File: config.mk
export PLATFORM = sky130hd
export DESIGN_NAME = ssd_scan_ctrl
export DESIGN_NICKNAME = d
export VERILOG_FILES = /design/src/rtl/ssd_pkg.sv /design/src/rtl/ssd_scan_ctrl_seg7_decode.sv /design/src/rtl/ssd_scan_ctrl.sv
export SDC_FILE = /design/constraint.sdc
export NUM_CORES = 1
export LEC_CHECK = 0
export BUFFER_PORTS_ARGS = -buffer_cell sky130_fd_sc_hd__buf_2
export CAP_MARGIN = 30
export CORE_MARGIN = 2
export CORE_UTILIZATION = 54
export CTS_BUF_LIST = sky130_fd_sc_hd__clkbuf_8
export CTS_CLUSTER_DIAMETER = 80
export DETAILED_ROUTE_END_ITERATION = 8
export HOLD_SLACK_MARGIN = 0.12
export PLACE_DENSITY = 0.81
export SYNTH_ARGS = -nofsm -noshare
export SYNTH_HDL_FRONTEND = slang
export SYNTH_SLANG_ARGS = --single-unit
File: constraint.sdc
create_clock -name clk -period 2 [get_ports clk]
set_input_delay 0.4 -clock clk [delete_from_list [all_inputs] [get_ports clk]]
set_output_delay 0.4 -clock clk [all_outputs]
set_load 0.02 [all_outputs]
File: src/rtl/ssd_pkg.sv
// Shared constants for the seven-segment scan controller: blank code, hex segment table
// and the scan FSM state type.
package ssd_pkg;

  localparam logic [7:0] SEG_BLANK = 8'hFF;

  // Active-low {dp,g,f,e,d,c,b,a}; entry n is the glyph for hex digit n, dp off.
  localparam logic [15:0][7:0] SEG_TABLE = {
    8'h8E, 8'h86, 8'hA1, 8'hC6, 8'h83, 8'h88, 8'h90, 8'h80,
    8'hF8, 8'h82, 8'h92, 8'h99, 8'hB0, 8'hA4, 8'hF9, 8'hC0
  };

  typedef enum logic {
    GUARD = 1'b0,
    ON    = 1'b1
  } state_e;

  function automatic logic [6:0] hex_to_seg(input logic [3:0] nibble);
    return SEG_TABLE[nibble][6:0];
  endfunction

endpackage

File: src/rtl/ssd_scan_ctrl_seg7_decode.sv
// Combinational hex nibble to active-low g..a segment pattern; one instance serves every
// digit because only the lit digit is ever decoded.
module seg7_decode
  import ssd_pkg::*;
(
  input  logic [3:0] nibble_i,
  output logic [6:0] seg_o
);

  assign seg_o = hex_to_seg(nibble_i);

endmodule

File: src/rtl/ssd_scan_ctrl.sv
// Scan controller for a common-anode seven-segment bank. New words are staged in a pending
// register and swapped into the display register only at the frame wrap.
//   state | meaning
//   GUARD | all anodes off, segments blank, between digit slots
//   ON    | anode of digit idx driven, decoded segments of that digit
module ssd_scan_ctrl
  import ssd_pkg::*;
#(
  parameter int NUM_DIGITS   = 4,
  parameter int ON_CYCLES    = 50000,
  parameter int GUARD_CYCLES = 500
) (
  input  logic                    clk,
  input  logic                    rst_n,
  input  logic                    load_valid,
  output logic                    load_ready,
  input  logic [4*NUM_DIGITS-1:0] load_data,
  input  logic [NUM_DIGITS-1:0]   load_dp,
  input  logic                    lz_suppress,
  output logic [7:0]              seg,
  output logic [NUM_DIGITS-1:0]   an,
  output logic                    frame_tick
);

  localparam int TMAX = (ON_CYCLES > GUARD_CYCLES) ? ON_CYCLES : GUARD_CYCLES;
  localparam int TW   = (TMAX > 1) ? $clog2(TMAX) : 1;
  localparam int IW   = $clog2(NUM_DIGITS);

  localparam logic [TW-1:0] ON_LAST    = TW'(ON_CYCLES - 1);
  localparam logic [TW-1:0] GUARD_LAST = TW'(GUARD_CYCLES - 1);
  localparam logic [IW-1:0] IDX_LAST   = IW'(NUM_DIGITS - 1);

  state_e                  state_q, state_d;
  logic [TW-1:0]           timer_q, timer_d;
  logic [IW-1:0]           idx_q, idx_d;
  logic                    wrap;

  logic                    pend_q, pend_d;
  logic [4*NUM_DIGITS-1:0] pend_data_q, pend_data_d;
  logic [NUM_DIGITS-1:0]   pend_dp_q, pend_dp_d;
  logic [4*NUM_DIGITS-1:0] disp_data_q, disp_data_d;
  logic [NUM_DIGITS-1:0]   disp_dp_q, disp_dp_d;

  logic [7:0]              seg_q, seg_d;
  logic [NUM_DIGITS-1:0]   an_q, an_d;
  logic                    tick_q, tick_d;

  logic [NUM_DIGITS-1:0]   lz_blank;
  logic                    tail_zero;
  logic [3:0]              nibble_cur;
  logic [6:0]              seg7;
  logic                    accept;
  logic                    commit;

  always_comb begin
    state_d = state_q;
    timer_d = timer_q + 1'b1;
    idx_d   = idx_q;
    wrap    = 1'b0;
    case (state_q)
      GUARD: begin
        if (timer_q == GUARD_LAST) begin
          state_d = ON;
          timer_d = '0;
        end
      end
      ON: begin
        if (timer_q == ON_LAST) begin
          state_d = GUARD;
          timer_d = '0;
          if (idx_q == IDX_LAST) begin
            idx_d = '0;
            wrap  = 1'b1;
          end else begin
            idx_d = idx_q + 1'b1;
          end
        end
      end
      default: begin
        state_d = GUARD;
        timer_d = '0;
      end
    endcase
  end

  // accept and commit are exclusive: one needs pend_q low, the other high,
  // so a word accepted in the wrap cycle always waits for the next frame.
  assign accept = load_valid & ~pend_q;
  assign commit = wrap & pend_q;

  always_comb begin
    pend_d      = pend_q;
    pend_data_d = pend_data_q;
    pend_dp_d   = pend_dp_q;
    disp_data_d = disp_data_q;
    disp_dp_d   = disp_dp_q;
    if (commit) begin
      disp_data_d = pend_data_q;
      disp_dp_d   = pend_dp_q;
      pend_d      = 1'b0;
    end else if (accept) begin
      pend_d      = 1'b1;
      pend_data_d = load_data;
      pend_dp_d   = load_dp;
    end
  end

  // Digit i is blank when it and every more significant nibble are zero and its dp is off.
  always_comb begin
    tail_zero = 1'b1;
    lz_blank  = '0;
    for (int i = NUM_DIGITS - 1; i >= 1; i--) begin
      tail_zero   = tail_zero & (disp_data_q[4*i +: 4] == 4'h0);
      lz_blank[i] = lz_suppress & tail_zero & ~disp_dp_q[i];
    end
  end

  assign nibble_cur = disp_data_q[{idx_q, 2'b00} +: 4];

  seg7_decode u_decode (
    .nibble_i (nibble_cur),
    .seg_o    (seg7)
  );

  always_comb begin
    seg_d  = SEG_BLANK;
    an_d   = '1;
    tick_d = wrap;
    if (state_q == ON) begin
      an_d[idx_q] = 1'b0;
      if (!lz_blank[idx_q]) begin
        seg_d = {~disp_dp_q[idx_q], seg7};
      end
    end
  end

  always_ff @(posedge clk) begin
    if (!rst_n) begin
      state_q     <= GUARD;
      timer_q     <= '0;
      idx_q       <= '0;
      pend_q      <= 1'b0;
      pend_data_q <= '0;
      pend_dp_q   <= '0;
      disp_data_q <= '0;
      disp_dp_q   <= '0;
      seg_q       <= SEG_BLANK;
      an_q        <= '1;
      tick_q      <= 1'b0;
    end else begin
      state_q     <= state_d;
      timer_q     <= timer_d;
      idx_q       <= idx_d;
      pend_q      <= pend_d;
      pend_data_q <= pend_data_d;
      pend_dp_q   <= pend_dp_d;
      disp_data_q <= disp_data_d;
      disp_dp_q   <= disp_dp_d;
      seg_q       <= seg_d;
      an_q        <= an_d;
      tick_q      <= tick_d;
    end
  end

  assign load_ready = ~pend_q;
  assign seg        = seg_q;
  assign an         = an_q;
  assign frame_tick = tick_q;

endmodule
==> key figures <==
Outcome
  – Status: finished, final reports clean

Layout
  – Area occupied by multi-input gates: 1670 um2
  – Commonest non-fill, non-tap cell in the layout: nand2_1
  – Final nets: 427
  – Ant diodes: 0
  – Layout cells sized above 1: 18.9%
  – Final Cell Area: ~3800 um2
  – Synth-to-Final Area Change: 15.6%
  – Layout Cells excl Fill: approximately 470
  – Register Area: 1460 um2
  – Most frequent cells in the layout: 93 x nand2_1, 72 x dfxtp_1, 37 x buf_2, 24 x mux2i_1, 20 x a21boi_0
  – Fillers: between 400 and 500

Drt
  – Met1 Wirelength: 3100 um
  – Vias/cell: 5.33
  – Post-route ant nets: 0
  – Vias: 2514
  – Wire per inst: 13.4 um
  – DR top layer: met4
  – Met2 WL: 2820 um
  – WL final: 6330 um
  – Drt pass-1 iters: 4
  – Iter 0 DRT Violations: 124
  – Residual DRC count: 0
  – Met3 wire length: between 300 and 400 um

GRT
  – Largest net degree at the start of global routing: 64
  – Vias in the first global route: 2319
  – GR Overflow Total: 0
  – Initial antenna violation count: 0
  – GRT Total Usage: 20.4%
  – First-pass GRT wire length: about 10000 um

Timing
  – Min Tclk post-route: 1890 ps
  – Worst-Margin Slew: between 600 and 700 ps
  – Slew margin rel.: 58.6%
  – Setup TNS: 0 ps
  – Period utilisation layout: a little over nine tenths
  – FMAX: 530 MHz
  – Final hold violations: 0
  – Slew Limit Fails: 0
  – Clk_skew: between 10 and 15 ps
  – Final Setup Violations: 0

Synth
  – Top_reg_cell synth: dfxtp_1
  – Top cell type by total area after synthesis: dfxtp_1
  – Sequential fraction of the synthesis area: 44.7%
  – Post-Syn Nets: about 390
  – Synth top area share: 44.7%
  – EDFF count, synth: 0
  – Mapped Cells: 357
  – Synth warnings: 0
  – Area contributors post-synth: dfxtp_1 45%, nand2_1 11%, mux2i_1 7.3%, a21boi_0 4.6%, ha_1 4.2%
  – Netlist cell types: 45
  – Synthesized area per cell: 9.16 um2
  – Asr flop ratio synth: 0%
  – Yosys reg bits: between 70 and 80
  – Synth Cell Area: about 3300 um2

Power
  – Pwr per Cell Area: ~770 nW/um2
  – Power Total: 2.92 mW
  – Peak VDD IR: 639 uV
  – Pleak: 1.38 nW

CTS
  – CTS Hold Buffers Added: 0
  – CTS clk-pin slew, worst paths: 80 ps
  – Clk buf depth: 2
  – Clk sinks: 73
  – Root Driver: clkbuf_8
  – Worst-Skew Late Latency: between 300 and 400 ps
  – Num CTS Buffers: 9
  – Number of H-tree levels: 3
  – Clock tree from TritonCTS: yes

Floorplan
  – Core box area: 5890 um2
  – Die boundary width: 81.8 um
  – Initial Util: 55.6%
  – Die Area: 6700 um2
  – Die height: 81.8 um
  – IO Pins: 38
  – Row cnt: 28

Setup path
  – CP Capture Type: register
  – Worst r2r dst: disp_data_q[13]
  – Worst-path maximum fanout: 11
  – CP arrival: 2160 ps
  – Setup CP Type: reg -> reg
  – Worst Path Required: 2270 ps
  – Crit path launch: timer_q[13]
  – CP endpoint: disp_data_q[13]
  – R2R depth: 5
  – Crit Reg-Reg Startpoint: timer_q[13]
  – Setup slack, reg-to-reg: 110 ps
  – Startpoint types: register

Run
  – Max Cap Violations: 0

Placed design
  – Dpl cells: 455
  – Placed Area: approximately 3500 um2
  – Post-DP HPWL: 4270 um
  – PortBufs: 37
  – GPL Wtd Cong: 0.858

Hold path
  – Worst Hold Depth: 3
  – Hold Crit Class: in -> reg
==> through the flow <==
stage	setup WS [ps]	hold WS, ps	util (%)
finish	114	295	64.3
global route	-8.84	292	64.3
CTS	12.6	285	63.6
detailed placement	45.7	451	59.7
global placement	112	443	59.7
floorplan	75.4	426	-
==> synth_stat cells (all sizes together) (4+ instances only) <==
library cell and n:
xor2 10, nor2 18, a21boi 20, and3 6, inv 6, or4 4
mux2i 24, nand2 93, mux4 5, nor2b 6, o21ai 4, dfxtp 73
a21oi 5, buf 6, clkbuf 18, nand3 10, nand4 6, ha 11
==> report_power, final <==
part	total (mW)	switching [mW]	internal [mW]	leakage, nW
clock network	1.30	0.558	0.740	0.113
registers	1.50	0.0200	1.48	0.593
logic	0.122	0.0699	0.0523	0.674
==> worst min-delay path by stage <==
stage | from | endpoint | slack, ps
after floorplan | timer_q[0] | timer_q[0] | 430
after global placement | timer_q[0] | timer_q[0] | 440
after detailed placement | pend_data_q[10] | disp_data_q[10] | 450
after CTS | load_data[9] | pend_data_q[9] | 280
after global routing | load_data[9] | pend_data_q[9] | 290
final | load_data[7] | pend_data_q[7] | 290
==> critical path, cell delays in order, from the launching register on <==
cell and delay [ps]:
dfxtp_1 340, or4_4 580, nor4_4 260, and3_4 270, buf_12 150, mux2i_1 200
==> routing by layer <==
metal  global-route usage [%]  up-vias
li1                         -     1287
met1                     28.7     1148
met2                     29.6       72
met3                     4.51        7
met4                     9.83        0
met5                        0        -
==> cells by family after synthesis <==
family,synth area share [%]
buf+inv,4.86
flops,44.7
mux,10.8
compound gates,8.95
fa+ha+maj,4.21
xor+xnor,3.21
simple gates,23.3
==> state kept, by name, indices dropped and copies added (netlist names) <==
signal	count
pend_dp_q	4
seg	8
disp_data_q	16
state_q	1
an	4
timer_q	16
disp_dp_q	4
pend_q	1
frame_tick	1
pend_data_q	16
idx_q	2
==> final cells by class <==
| type | count | area share, % |
|---|---|---|
| multi-input combinational | 254 | 44.0 |
| tap | 75 | 2.48 |
| clock buffer | 10 | 3.64 |
| clock inverter | 6 | 2.38 |
| inverter | 6 | 0.595 |
| sequential | 73 | 38.7 |
| timing repair buffer | 48 | 8.20 |
==> timing repair <==
item | CTS | global route
gates resized for setup | 0 | 5
buffers inserted | 0 | 0
endpoints found under the setup margin | 0 | 24
Note: power is estimated with default switching activity, not from simulation.
